<file path="src/rtl/design_28_pkg.sv">
// Shared types and helpers for the design_28 round-robin core scheduler.
package design_28_pkg;

  typedef enum logic [1:0] {IDLE, WAIT, RESP} state_t;

  localparam int CNT_W = 4;

  function automatic int id_w(input int nreq);
    return (nreq > 1) ? $clog2(nreq) : 1;
  endfunction

endpackage

</file>
<file path="src/rtl/design_28_sched_if.sv">
// Requester/response handshake bundle between requester subsystems and the scheduler.
interface design_28_sched_if
  import design_28_pkg::*;
#(
  parameter int W    = 16,
  parameter int NREQ = 4
);
  localparam int ID_W = id_w(NREQ);

  logic [NREQ-1:0]         req_valid;
  logic [NREQ-1:0]         req_ready;
  logic [NREQ-1:0][W-1:0]  req_a;
  logic [NREQ-1:0][W-1:0]  req_b;
  logic                    rsp_valid;
  logic                    rsp_ready;
  logic [ID_W-1:0]         rsp_id;
  logic [W-1:0]            rsp_y;

  modport master (
    output req_valid, req_a, req_b, rsp_ready,
    input  req_ready, rsp_valid, rsp_id, rsp_y
  );

  modport slave (
    input  req_valid, req_a, req_b, rsp_ready,
    output req_ready, rsp_valid, rsp_id, rsp_y
  );
endinterface

</file>
<file path="src/rtl/design_28_rr_arb.sv">
// Combinational round-robin arbiter: first set request at or after ptr, wrapping.
module design_28_rr_arb
  import design_28_pkg::*;
#(
  parameter int NREQ = 4,
  localparam int ID_W = id_w(NREQ)
) (
  input  logic [NREQ-1:0] req,
  input  logic [ID_W-1:0] ptr,
  input  logic            en,
  output logic [NREQ-1:0] gnt,
  output logic [ID_W-1:0] idx
);
  logic            found;
  logic [ID_W-1:0] sel;

  always_comb begin
    gnt   = '0;
    idx   = '0;
    found = 1'b0;
    sel   = '0;
    for (int k = 0; k < NREQ; k++) begin
      sel = ID_W'((int'(ptr) + k) % NREQ);
      if (en && !found && req[sel]) begin
        gnt[sel] = 1'b1;
        idx      = sel;
        found    = 1'b1;
      end
    end
  end
endmodule

</file>
<file path="src/rtl/design_28_sched.sv">
// Shares one design_28_core between NREQ requesters: round-robin accept,
// hold operands for CORE_LAT cycles, then return the result tagged with its requester.
module design_28_sched
  import design_28_pkg::*;
#(
  parameter int W        = 16,
  parameter int NREQ     = 4,
  parameter int CORE_LAT = 1
) (
  input  logic               clk,
  input  logic               rst_n,
  design_28_sched_if.slave   bus,
  output logic [W-1:0]       core_a,
  output logic [W-1:0]       core_b,
  input  logic [W-1:0]       core_y,
  output logic               busy
);
  localparam int ID_W = id_w(NREQ);

  state_t           state, state_nxt;
  logic [ID_W-1:0]  ptr;
  logic [ID_W-1:0]  id_q;
  logic [CNT_W-1:0] cnt;
  logic [NREQ-1:0]  gnt;
  logic [ID_W-1:0]  gidx;
  logic             accept;

  // Arbiter only enabled in IDLE, so req_ready is zero for the whole transaction.
  design_28_rr_arb #(.NREQ(NREQ)) u_arb (
    .req (bus.req_valid),
    .ptr (ptr),
    .en  (state == IDLE),
    .gnt (gnt),
    .idx (gidx)
  );

  assign bus.req_ready = gnt;
  assign accept        = |gnt;
  assign busy          = (state != IDLE);

  always_ff @(posedge clk or negedge rst_n) begin
    if (!rst_n) state <= IDLE;
    else        state <= state_nxt;
  end

  always_comb begin
    state_nxt = state;
    case (state)
      IDLE:    if (accept) state_nxt = WAIT;
      WAIT:    if (cnt == '0) state_nxt = RESP;
      RESP:    if (bus.rsp_ready) state_nxt = IDLE;
      default: state_nxt = IDLE;
    endcase
  end

  always_ff @(posedge clk or negedge rst_n) begin
    if (!rst_n) begin
      ptr           <= '0;
      id_q          <= '0;
      cnt           <= '0;
      core_a        <= '0;
      core_b        <= '0;
      bus.rsp_valid <= 1'b0;
      bus.rsp_id    <= '0;
      bus.rsp_y     <= '0;
    end else begin
      case (state)
        IDLE: if (accept) begin
          core_a <= bus.req_a[gidx];
          core_b <= bus.req_b[gidx];
          id_q   <= gidx;
          cnt    <= CNT_W'(CORE_LAT - 1);
          ptr    <= (gidx == ID_W'(NREQ - 1)) ? '0 : gidx + 1'b1;
        end
        WAIT: if (cnt == '0) begin
          bus.rsp_y     <= core_y;
          bus.rsp_id    <= id_q;
          bus.rsp_valid <= 1'b1;
        end else begin
          cnt <= cnt - 1'b1;
        end
        RESP: if (bus.rsp_ready) bus.rsp_valid <= 1'b0;
        default: ;
      endcase
    end
  end
endmodule

</file>
<file path="src/flat_wrapper.sv">
// flat-port wrapper written by rule: the top's interface ports become plain ports
module design_28_sched_flat import design_28_pkg::*;
#(
  parameter int W        = 16,
  parameter int NREQ     = 4,
  parameter int CORE_LAT = 1
)
  (clk, rst_n, core_a, core_b, core_y, busy, bus_req_valid, bus_req_a, bus_req_b, bus_rsp_ready, bus_req_ready, bus_rsp_valid, bus_rsp_id, bus_rsp_y);
  design_28_sched_if #(.W(W), .NREQ(NREQ)) bus_i ();
  input  logic clk;
  input  logic rst_n;
  output logic [W-1:0] core_a;
  output logic [W-1:0] core_b;
  input  logic [W-1:0] core_y;
  output logic busy;
  input wire logic [$bits(bus_i.req_valid)-1:0] bus_req_valid;
  input wire logic [$bits(bus_i.req_a)-1:0] bus_req_a;
  input wire logic [$bits(bus_i.req_b)-1:0] bus_req_b;
  input wire logic [$bits(bus_i.rsp_ready)-1:0] bus_rsp_ready;
  output wire logic [$bits(bus_i.req_ready)-1:0] bus_req_ready;
  output wire logic [$bits(bus_i.rsp_valid)-1:0] bus_rsp_valid;
  output wire logic [$bits(bus_i.rsp_id)-1:0] bus_rsp_id;
  output wire logic [$bits(bus_i.rsp_y)-1:0] bus_rsp_y;
  assign bus_i.req_valid = bus_req_valid;
  assign bus_i.req_a = bus_req_a;
  assign bus_i.req_b = bus_req_b;
  assign bus_i.rsp_ready = bus_rsp_ready;
  assign bus_req_ready = bus_i.req_ready;
  assign bus_rsp_valid = bus_i.rsp_valid;
  assign bus_rsp_id = bus_i.rsp_id;
  assign bus_rsp_y = bus_i.rsp_y;
  design_28_sched #(.W(W), .NREQ(NREQ), .CORE_LAT(CORE_LAT)) u_core (.clk(clk), .rst_n(rst_n), .bus(bus_i), .core_a(core_a), .core_b(core_b), .core_y(core_y), .busy(busy));
endmodule
</file>
<file path="config.mk">
export PLATFORM = sky130hd
export DESIGN_NAME = design_28_sched_flat
export DESIGN_NICKNAME = d
export VERILOG_FILES = /design/src/rtl/design_28_pkg.sv /design/src/rtl/design_28_sched_if.sv /design/src/rtl/design_28_rr_arb.sv /design/src/rtl/design_28_sched.sv /design/src/flat_wrapper.sv
export SDC_FILE = /design/constraint.sdc
export NUM_CORES = 1
export LEC_CHECK = 0
export BUFFER_PORTS_ARGS = -buffer_cell sky130_fd_sc_hd__buf_2
export CORE_UTILIZATION = 39
export DETAILED_ROUTE_END_ITERATION = 8
export GPL_TIMING_DRIVEN = 0
export PLACE_DENSITY = 0.78
export SLEW_MARGIN = 20
export SYNTH_ARGS = -nofsm -noshare
export SYNTH_HDL_FRONTEND = slang
export SYNTH_SLANG_ARGS = --single-unit
</file>
<file path="constraint.sdc">
create_clock -name clk -period 10.4 [get_ports clk]
set_clock_uncertainty 0.05 [all_clocks]
set_input_delay 2.08 -clock clk [delete_from_list [all_inputs] [get_ports clk]]
set_output_delay 2.08 -clock clk [all_outputs]
set_load 0.05 [all_outputs]
</file>
== Word level (Yosys, flattened, before mapping) ==
Cells that the tools add are included.
Widths: inputs -> output; s select.
Cells by class
  add/sub/neg operators: 5
  order comparisons: 9
  equality and inequality tests: 7
  mux-type cells: 42
  bitwise logic cells: 3
  reduce and logical (&&, ||, !) cells: 25
Operators by type and width (number)
  $bmux 16 s2: 2
  $mux 16: 2
  $mux 4: 6
  $mux 2: 8
  $lt 2x3->1 const B: 5
  $mux 1: 13
  $or 4x4->4: 3
  $logic_and 1x1->1: 11
  $reduce_and 3->1: 3
  $bmux 1 s2: 4
  $demux 1 s2: 4
  $ge 2x1->1 const B: 4
  $pmux 4 s2: 1
  $pmux 2 s3: 1
  $reduce_bool 2->1: 3
  $add 2x1->2 const B: 2
  $add 2x2->2 const B: 2
  $eq 2x2->1 const B: 2
  $logic_not 4->1: 1
  $ne 2x1->1 const B: 2
  $ne 2x2->1 const B: 2
  $reduce_and 2->1: 2
  $reduce_or 4->1: 1
  $sub 4x1->4 const B: 1
  other kinds (4): 6
Word-level totals
  register bits after elaboration: 61
  bits of input ports: 151
  logic and storage cells: 100

== Depth between registers and ports, before layout ==
Gate-level depths: netlist (run 1).
  word-level depth: 19
  mapped depth: 11

== By module ==
Synthesis (run 1) repeated with hierarchy kept, for this count alone.
Unflattened totals
  cells, all modules: 265
  area total of the unflattened synthesis: 3978.8 um^2
Modules (own cells, without submodules)
  design_28_sched: times used 1, cells an instance 191, area an instance 3378.2 um^2, sequential area each 1526.5 um^2
  design_28_rr_arb: times used 1, cells an instance 74, area an instance 600.6 um^2, sequential area each 0.0 um^2

== Worst setup path after synthesis (run 1) ==
No wires, ideal clock.
  path type: in2out
  from: in bus_req_valid[1]
  to: out bus_req_ready[3]
  arrival: 3514 ps
  data required time: 8270 ps
  slack: 4756 ps
  stages: 4
  path buffers: 0
  path through: mux4_2 nand2b_4 nor3_1 a221o_1
On the way
  word-level cells in the longest chain between the ends: 16
  elaborated cells between the ends (all ways): 28
  classes of those cells: mux (15); bitwise (3); reduce/logical (10)
Ends and longest elaborated chain
  from (decl): RTL line flat_wrapper.sv:16  | input wire logic [$bits(bus_i.req_valid)-1:0] bus_req_valid;
  $bmux 1 s2: RTL line design_28_rr_arb.sv:24  | if (en && !found && req[sel]) begin
  $mux 1 (not written as such): RTL line design_28_rr_arb.sv:24
  $logic_and 1x1->1: RTL line design_28_rr_arb.sv:24
  $mux 1: RTL line design_28_rr_arb.sv:24
  $logic_not 1->1: RTL line design_28_rr_arb.sv:24
  $logic_and 1x1->1 (2 in a row): RTL line design_28_rr_arb.sv:24
  $mux 1: RTL line design_28_rr_arb.sv:24
  $logic_not 1->1: RTL line design_28_rr_arb.sv:24
  $logic_and 1x1->1 (2 in a row): RTL line design_28_rr_arb.sv:24
  $mux 1: RTL line design_28_rr_arb.sv:24
  $logic_not 1->1: RTL line design_28_rr_arb.sv:24
  $logic_and 1x1->1 (2 in a row): RTL line design_28_rr_arb.sv:24
  $mux 4 *: RTL line design_28_rr_arb.sv:24
  to (decl): RTL line flat_wrapper.sv:20  | output wire logic [$bits(bus_i.req_ready)-1:0] bus_req_ready;
Every way passes the cells marked *; elsewhere a longest branch is shown, timed or not. The select of a mux whose other input is x is not followed.

== Worst setup path after layout (run 1) ==
  from: in bus_req_valid[2]
  to: out bus_req_ready[1]
The elaborated chain is that of the path after synthesis.

==> results.ini, run 1 <==
[outcome]
status = finished clean

[clock_tree]
holdBufCountCts = 0
cts_buffers = 9
h-tree-depth = 3
clk_pin_slew_ns = 0.07
clock_sinks = 61
cts_tree = yes
postCtsSetupBuffers = 0
cts_root_buf = clkbuf_8
cts_resized = 0
clock_latency_ns = 0.32
clock_path_buffers = 2

[sta]
finalSetupViolCount = 0
slew_violations = 0
setup_tns_ns = 0
hold_viol = 0
slew_headroom = 0.474
fin_crit_sh = 0.574
rsz0062_at_grt = false
worst_slew_pin_slew_ns = 0.783
period_needed_ns = 5.97
clock.fmax_mhz = 168

[die]
die_y_microns = 99.0
core_area_sq_um = 9200
ios = 207
num_rows = 35
die_area_sq_um = 9800
die_x_microns = 99.0
start_util = 0.399

[cells_and_area]
n_fill_cell = 789
nNetsFinal = 632
fin_util = 0.552
drive_above_1_share = 0.691
synthToLayoutAreaGrowth_pct = 38.4

[worst_setup_path]
critPathKind = input pin to output pin
path_cells = buf_2, mux4_2, nor3_1, a221o_1, buf_2
critPathMostFrequentCell = buf_2
crit_required_ns = 8.27
critPathTopFamily = multiplexers
crit_path_top_delay_cell = mux4_2
cp.arrival_ns = 3.84
startpoint_type = input pin
cp.buffers_inverters = 2
slowest_delay_ns = 0.58
endpoint_kind = output pin
cp_max_fo = 9

[detailed_routing]
post_drt_wl_per_cell_microns = 16.6
drt_iter0_markers = 73
drcViolationCount = 0
ant_nets = 0
wl_met2_mm = 4.94
wl_met1_mm = 3.81
vias_per_cell = 5.28
maxUsedRoutingLayer = met5
dr.pass1.iters = 4
routed_wl_mm = 9.74
vias = 3102
wl_met3_microns = 719

[synth]
synth_edf_count = 0
synthesis.area_per_instance_sq_um = 14.4
syn_nets = 415
synthMostInstantiatedCell = dfrtp_1
ys_seq_elements = 61
async_flop_share = 1.00
yosys_warnings = 0
synthFlopType = dfrtp_1
ys_types = 37
synth_common_cells = dfrtp_1 (61), mux2_2 (53), mux4_2 (33)
synthCells = 254
synth_top_cell_by_area = dfrtp_1
synth_area_sq_um = 3670
synthTopCellsByArea = dfrtp_1 (42%), mux4_2 (20%), mux2_2 (16%)
ys_seq_area_frac = 0.416
synth_top_cell_area_share = 0.416

[flow_run]
drv_cap = 0

[global_route]
antenna_found_initial = 2
grt_util_all_layers = 0.200
grt_overflow = 0
grt_pass1_vias = 3174
grt_pass1_wl_mm = 15.1
grt_max_degree = 62

[placement]
gp_congestion = 0.893
hpwl_mm = 7.88
port_buffers = 206

[power_and_ir_drop]
p_per_area_nw_per_um2 = 420
ir_worst_vdd_v = 0.000177
p_leak_nw = 2.46

[min_path]
hold_class = flop to flop

[final timing paths]
check | startpoint | endpoint | slack (ns) | cells after the start
setup reg to reg | u_core.ptr[0]$_DFFE_PN0P_ | u_core.core_b[15]$_DFFE_PN0P_ | 6.31 | 10
setup / recovery | bus_req_valid[2] | bus_req_ready[1] | 4.43 | 5
hold reg to reg | u_core.bus.rsp_id[0]$_DFFE_PN0P_ | u_core.bus.rsp_id[0]$_DFFE_PN0P_ | 0.44 | 2
min in group asynchronous | rst_n | u_core.cnt[2]$_DFFE_PN0P_ | 1.78 | 1
max in group asynchronous | rst_n | u_core.core_a[7]$_DFFE_PN0P_ | 8.03 | 1
hold / removal | u_core.bus.rsp_id[0]$_DFFE_PN0P_ | u_core.bus.rsp_id[0]$_DFFE_PN0P_ | 0.44 | 2
[power by group]
| group | switching [mW] | internal (mW) | leakage (nW) | total [mW] |
|---|---|---|---|---|
| logic | 0.849 | 0.610 | 1.62 | 1.46 |
| registers | 0.0641 | 0.366 | 0.722 | 0.431 |
| clock network | 0.0931 | 0.149 | 0.116 | 0.242 |
| total | 1.01 | 1.12 | 2.46 | 2.13 |
[cells in the final DEF, fill, tap and decap left out, types with 2 or more instances in the layout]
cell type and count:
a21oi_1 10, a221o_1 4, a31o_2 2, buf_2 213, buf_4 2, buf_6 4, bufinv_16 2, clkbuf_1 2
clkbuf_8 11, dfrtp_1 61, ha_1 10, inv_1 8, mux2_2 53, mux2i_1 4, mux4_1 3, mux4_2 33
nand2_1 11, nand3_1 2, nand3b_1 5, nor2_1 2, nor2b_1 4, nor3_1 2, nor3b_1 2, o21ai_0 7
or2_2 2
[metal layers]
metal	vias to the layer above	global-route usage
li1	1416	-
met3	24	0.0582
met4	2	0.0884
met2	146	0.351
met1	1514	0.227
met5	-	0
[final cells by class]
type,instances,area (sq um),area share
plain buffers,16,104,0.0205
repair buffers,206,1030,0.204
multi-input cells,169,2010,0.396
flip-flops and latches,61,1530,0.301
clock buffers,11,151,0.0298
inverters,8,30.0,0.00592
clock inverters,5,81.3,0.0160
well taps,111,139,0.0274
diodes,1,2.50,0.000493
[flip-flops by register name, indices dropped and copies added, names as in the netlist]
| register | flops |
|---|---|
| u_core.bus.rsp_id | 2 |
| u_core.bus.rsp_valid | 1 |
| u_core.bus.rsp_y | 16 |
| u_core.cnt | 4 |
| u_core.core_a | 16 |
| u_core.core_b | 16 |
| u_core.id_q | 2 |
| u_core.ptr | 2 |
| u_core.state | 2 |
[cell families after synthesis]
logic type               share of synthesized area
AO/OA/AOI/OAI                               0.0498
flip-flops                                   0.416
adder cells (fa/ha/maj)                     0.0341
AND/OR/NAND/NOR                             0.0604
multiplexers                                 0.401
XOR/XNOR                                   0.00239
buffers and inverters                       0.0365
[worst min-delay path: stages (launching register included)]
cell and delay [ns]:
dfrtp_1 0.35, nand2_1 0.05, o21ai_0 0.06
[per-stage QoR]
step	power, mW	std cells	cell area, sq um	hold slack (ns)	setup WS (ns)
2_1_floorplan	1.59	254	3670	0.425	4.76
3_3_place_gp	1.86	571	4840	0.414	4.49
3_5_place_dp	1.91	571	4840	0.430	4.48
4_1_cts	2.16	587	5070	0.447	4.47
5_1_grt	2.26	587	5070	0.459	4.35
6_report	2.13	588	5080	0.440	4.43
Note: power is estimated with default switching activity, not from simulation.
==> run 2, diff against run 1 <==
ABC_AREA = 1   (was not set)
PLACE_DENSITY = 0.77   (was 0.78)
clock period = 5.73 ns   (was 10.4 ns; I/O delays follow)
==> results.ini, run 2 <==
[detailed_routing]
drt_iter0_markers = 158  ; +120%
dr.pass1.iters = 5  ; +1
drcViolationCount = 0  ; unchanged
post_drt_wl_per_cell_microns = 15.1  ; -8.6%
vias = 4598  ; +48%
vias_per_cell = 5.11  ; -3.1%
routed_wl_mm = 13.6  ; +40%
ant_nets = 0  ; unchanged

[sta]
whs_ns = 0.431  ; -0.00868 ns
period_needed_ns = 3.88
clock.fmax_mhz = 258
setup_slack_ns = 1.85  ; -2.59 ns
finalSetupViolCount = 0  ; unchanged
fin_crit_sh = 0.677
setup_tns_ns = 0  ; unchanged
hold_viol = 0  ; unchanged
slew_headroom = 0.469  ; -0.00476
slew_violations = 0  ; unchanged
rsz0062_at_grt = false
worst_slew_pin_slew_ns = 0.797  ; +0.0137 ns

[worst_setup_path]
critPathKind = flop to output pin
slowest_delay_ns = 0.55  ; -0.03 ns
critPathTopFamily = simple AND/OR/NAND/NOR gates
endpoint_kind = output pin
cp.buffers_inverters = 3  ; +1
path_cells = inv_2, ha_1, inv_1, nand3_1, nand2_1, nand3_2, nor2_4, nand2_1, nand3_2, buf_2
startpoint_type = flop
cp.arrival_ns = 2.69  ; -1.15 ns
crit_path_top_delay_cell = dfrtp_1
cp_max_fo = 11  ; +2
crit_required_ns = 4.53  ; -3.74 ns

[global_route]
grt_overflow = 0  ; unchanged
antenna_found_initial = 2  ; unchanged
met2_usage = 0.455  ; +0.105
grt_util_all_layers = 0.260  ; +0.0593
busiest_layer = met2
grt_pass1_wl_mm = 20.6  ; +37%
use_met3 = 0.0444  ; -0.0138
grt_pass1_vias = 4344  ; +37%
grt_use_met1 = 0.306  ; +0.0791
grt_max_degree = 62  ; unchanged

[clock_tree]
postCtsSetupBuffers = 0  ; unchanged
h-tree-depth = 3  ; unchanged
clock_sinks = 61  ; unchanged
cts_resized = 0  ; unchanged
clk_pin_slew_ns = 0.07  ; about the same
clock_latency_ns = 0.34  ; +0.02 ns
clock_path_buffers = 2  ; unchanged
cts_root_buf = clkbuf_8
cts_buffers = 9  ; unchanged
holdBufCountCts = 0  ; unchanged
cts_tree = yes

[min_path]
hold_class = flop to flop

[cells_and_area]
multi_input_area_sq_um = 2160  ; +7.7%
synthToLayoutAreaGrowth_pct = 35.8
drive_above_1_share = 0.385  ; -0.306
n_fill_cell = 959  ; +22%
nNetsFinal = 920  ; +46%
seq_area_sq_um = 1530  ; unchanged
final_common_cell = buf_2
mostFrequentLayoutCells = buf_2 (225), nand2_1 (177), nand3_1 (176)
largestRegisters = u_core.bus.rsp_y: 16 flops, u_core.core_a: 16 flops, u_core.core_b: 16 flops

[synth]
synth_area_sq_um = 4000  ; +9.0%
ys_seq_area_frac = 0.382  ; -0.0345
synth_top_cell_area_share = 0.382  ; -0.0345
synth_top_cell_by_area = dfrtp_1
synth_common_cells = nand2_1 (177), nand3_1 (176), dfrtp_1 (61)
synth_edf_count = 0  ; unchanged
synthTopCellsByArea = dfrtp_1 (38%), nand3_1 (22%), nand2_1 (17%)
syn_nets = 703  ; +69%
synthesis.area_per_instance_sq_um = 7.38  ; -49%
ys_types = 29  ; -22%
synthCells = 542  ; +110%
synthMostInstantiatedCell = nand2_1
ys_seq_elements = 61  ; unchanged
yosys_warnings = 0  ; unchanged
async_flop_share = 1.00  ; unchanged
synthFlopType = dfrtp_1

[die]
die_y_microns = 103  ; +4.3%
die_area_sq_um = 10700  ; +8.9%
ios = 207  ; unchanged
num_rows = 36  ; +2.9%
die_x_microns = 103  ; +4.3%
start_util = 0.406  ; +0.00659
core_area_sq_um = 9860  ; +7.3%

[placement]
hpwl_mm = 10.3  ; +31%
place_ws_ns = 2.11  ; -2.37 ns
gp_congestion = 0.839  ; -6.0%
port_buffers = 206  ; unchanged

[flow_run]
drv_cap = 0  ; unchanged

[outcome]
status = finished clean

## run 2: cell count changes after synthesis, sizes merged, moves of 4 or more
cell	delta
a21oi	-8
a221o	-4
buf	+21
inv	+13
mux2	-38
mux2i	-4
mux4	-36
nand2	+172
nand3	+180
nand3b	-5
nor2	+12
nor2b	-4
## run 2: logic make-up after synthesis
family,count (synthesis),share of synthesized area
multiplexers,16,0.0450
AO/OA/AOI/OAI,13,0.0213
buffers and inverters,57,0.0776
adder cells (fa/ha/maj),10,0.0313
AND/OR/NAND/NOR,383,0.439
XOR/XNOR,2,0.00438
flip-flops,61,0.382
## run 2: worst register-to-register path, cell delays in order, from the launching register on
cell     delay, ns
dfrtp_1       0.55
inv_2         0.19
ha_1          0.37
inv_1         0.16
nand3_1       0.10
nand2_1       0.14
nand3_2       0.16
nor2_4        0.19
inv_1         0.08
o21ai_2       0.27
buf_4         0.25
nand3_1       0.11
nand3_1       0.10
nand2_1       0.06
## run 2: worst paths after layout
check / start / endpoint / slack, ns / cells after the start
worst max-delay path: u_core.ptr[0]$_DFFE_PN0P_ / bus_req_ready[0] / 1.85 / 10
worst min-delay path: u_core.core_b[14]$_DFFE_PN0P_ / u_core.core_b[14]$_DFFE_PN0P_ / 0.43 / 2
worst max register to register: u_core.ptr[0]$_DFFE_PN0P_ / u_core.core_a[14]$_DFFE_PN0P_ / 2.84 / 13
worst min register to register: u_core.core_b[14]$_DFFE_PN0P_ / u_core.core_b[14]$_DFFE_PN0P_ / 0.43 / 2
max in group asynchronous: rst_n / u_core.core_b[11]$_DFFE_PN0P_ / 4.26 / 1
min in group asynchronous: rst_n / u_core.cnt[0]$_DFFE_PN0P_ / 0.81 / 1
## run 2: per-stage QoR
step                      instances   util  cell area (sq um)
final                           899  0.550               5430
after global placement          881  0.527               5200
after detailed placement        881  0.527               5200
after CTS                       897  0.550               5430
after global routing            899  0.550               5430
after floorplan                 542      -               4000
## run 2: layout make-up
cell class,count,share of cell area
inverter,21,0.0145
sequential,61,0.281
tap,133,0.0306
antenna,2,0.000922
timing repair buffer,206,0.190
clock buffer,12,0.0286
buffer,36,0.0426
clock inverter,4,0.0129
multi-input combinational,424,0.398
## run 2: routing by layer
layer | up-vias | part of all wire
met5 | - | 0
met1 | 2096 | 0.41
met3 | 23 | 0.079
li1 | 2249 | -
met2 | 230 | 0.49
met4 | 0 | 0.022
Power of run 2 is not shown: default switching activity piles up to over one toggle a cycle in this logic, so the estimate is an artifact.
==> run 3, diff against run 2 <==
PLACE_DENSITY = 0.79   (was 0.77)
clock period = 3.2 ns   (was 5.73 ns; I/O delays follow)
==> results.ini, run 3 (same netlist as run 2, synthesis figures left out) <==
[clock_tree]
clock_latency_ns = 0.33  ; about the same
clock_sinks = 61  ; unchanged
cts_root_buf = clkbuf_8
clk_pin_slew_ns = 0.07  ; about the same
holdBufCountCts = 0  ; unchanged
cts_tree = yes
cts_buffers = 9  ; unchanged
clock_path_buffers = 2  ; unchanged
h-tree-depth = 3  ; unchanged

[die]
die_area_sq_um = 10700  ; unchanged
die_y_microns = 103  ; unchanged
die_x_microns = 103  ; unchanged
start_util = 0.406  ; unchanged
core_area_sq_um = 9860  ; unchanged
ios = 207  ; unchanged
num_rows = 36  ; unchanged

[detailed_routing]
vias_per_cell = 5.05  ; -1.2%
drcViolationCount = 0  ; unchanged
dr.pass1.iters = 5  ; unchanged
vias = 4546  ; -1.1%
drt_iter0_markers = 183  ; +16%
post_drt_wl_per_cell_microns = 15.0  ; -1.0%
ant_nets = 0  ; unchanged
routed_wl_mm = 13.5  ; -0.89%

[global_route]
grt_pass1_vias = 4218  ; -2.9%
antenna_found_initial = 1  ; -1
grt_overflow = 0  ; unchanged
grt_max_degree = 62  ; unchanged
grt_util_all_layers = 0.254  ; -0.00554
grt_pass1_wl_mm = 20.2  ; -1.8%

[sta]
clock.fmax_mhz = 329
period_needed_ns = 3.04
finalSetupViolCount = 0  ; unchanged
worst_slew_pin_slew_ns = 0.771  ; -0.0258 ns
slew_violations = 0  ; unchanged
fin_crit_sh = 0.950
slew_headroom = 0.486  ; +0.0172
hold_viol = 0  ; unchanged
whs_ns = 0.322  ; -0.110 ns

[placement]
post-place-cells = 881  ; unchanged
gp_congestion = 0.853  ; +1.6%
hpwl_mm = 10.1  ; -1.8%
dpl_cell_area_sq_um = 5200  ; unchanged
port_buffers = 206  ; unchanged

[worst_setup_path]
endpoint_kind = output pin
critPathKind = flop to output pin
cp_max_fo = 8  ; -3
path_cells = inv_2, ha_1, inv_2, nand3_1, nand2_1, nand3_2, nor2_4, nand2_1, nand3_2, clkbuf_4
crit_required_ns = 2.51  ; -2.02 ns
startpoint_type = flop
cp.arrival_ns = 2.35  ; -0.34 ns
crit_path_top_delay_cell = dfrtp_2
slowest_delay_ns = 0.47  ; -0.08 ns

[cells_and_area]
fin_cells = 900  ; +0.11%
final_area_sq_um = 5430  ; unchanged
largestRegisters = u_core.bus.rsp_y: 16 flops, u_core.core_a: 16 flops, u_core.core_b: 16 flops
n_fill_cell = 991  ; +3.3%
mostFrequentLayoutCells = buf_2 (221), nand2_1 (177), nand3_1 (176)
final_common_cell = buf_2
nNetsFinal = 923  ; +0.33%
fin_util = 0.550  ; unchanged
synthToLayoutAreaGrowth_pct = 35.8  ; unchanged
drive_above_1_share = 0.391  ; +0.00632
diodes = 0  ; -2

[min_path]
hold_class = input pin to async pin

[outcome]
status = finished clean

[flow_run]
drv_cap = 0  ; unchanged

[run 3: worst paths after layout]
check / cells past startpoint / startpoint / slack (ns) / to
worst max-delay path: 10 / u_core.ptr[1]$_DFFE_PN0P_ / 0.16 / bus_req_ready[0]
worst min-delay path: 1 / rst_n / 0.32 / u_core.bus.rsp_y[0]$_DFFE_PN0P_
worst max register to register: 14 / u_core.ptr[1]$_DFFE_PN0P_ / 0.50 / u_core.core_b[8]$_DFFE_PN0P_
max in group asynchronous: 1 / rst_n / 2.20 / u_core.ptr[1]$_DFFE_PN0P_
worst min register to register: 2 / u_core.core_b[0]$_DFFE_PN0P_ / 0.42 / u_core.core_b[0]$_DFFE_PN0P_
min in group clk: 2 / u_core.core_b[0]$_DFFE_PN0P_ / 0.42 / u_core.core_b[0]$_DFFE_PN0P_
[run 3: final cells by class]
class                      count  area (sq um)  area share
buffer                        36           231      0.0426
inverter                      21          81.3      0.0150
clock buffer                  12           145      0.0267
sequential                    61          1530       0.282
multi-input combinational    424          2160       0.398
tap                          133           166      0.0306
clock inverter                 4          47.5     0.00876
timing repair buffer         209          1070       0.196
[run 3: metal layers]
layer | track usage | routed length [microns] | up-vias
met2 | 0.456 | 6640 | 215
met4 | 0.105 | 328 | 0
met3 | 0.0598 | 1280 | 20
met1 | 0.290 | 5240 | 2062
met5 | 0 | 0 | -
li1 | - | - | 2249
[run 3: timing repair]
action / 4_1_cts / 5_1_grt
gates resized for setup: 5 / 4
endpoints found under the setup margin: 4 / 4
pin swaps: 0 / 1
cloned: 0 / 0
setup buffers: 0 / 3
[run 3: critical path: cells and delay by family, from the launching register on]
| family | cells | cell delay, ns |
|---|---|---|
| buffers and inverters | 3 | 0.51 |
| flip-flops | 1 | 0.47 |
| AND/OR/NAND/NOR | 6 | 0.77 |
| adder cells (fa/ha/maj) | 1 | 0.29 |
[run 3: metrics by stage]
stage	worst slack, ns	TNS (ns)
after global placement	0.264	0
after global routing	-0.0107	-0.0134
final	0.159	0
after floorplan	0.644	0
after CTS	0.000201	0
after detailed placement	0.244	0
Power of run 3 is left out for the same reason.
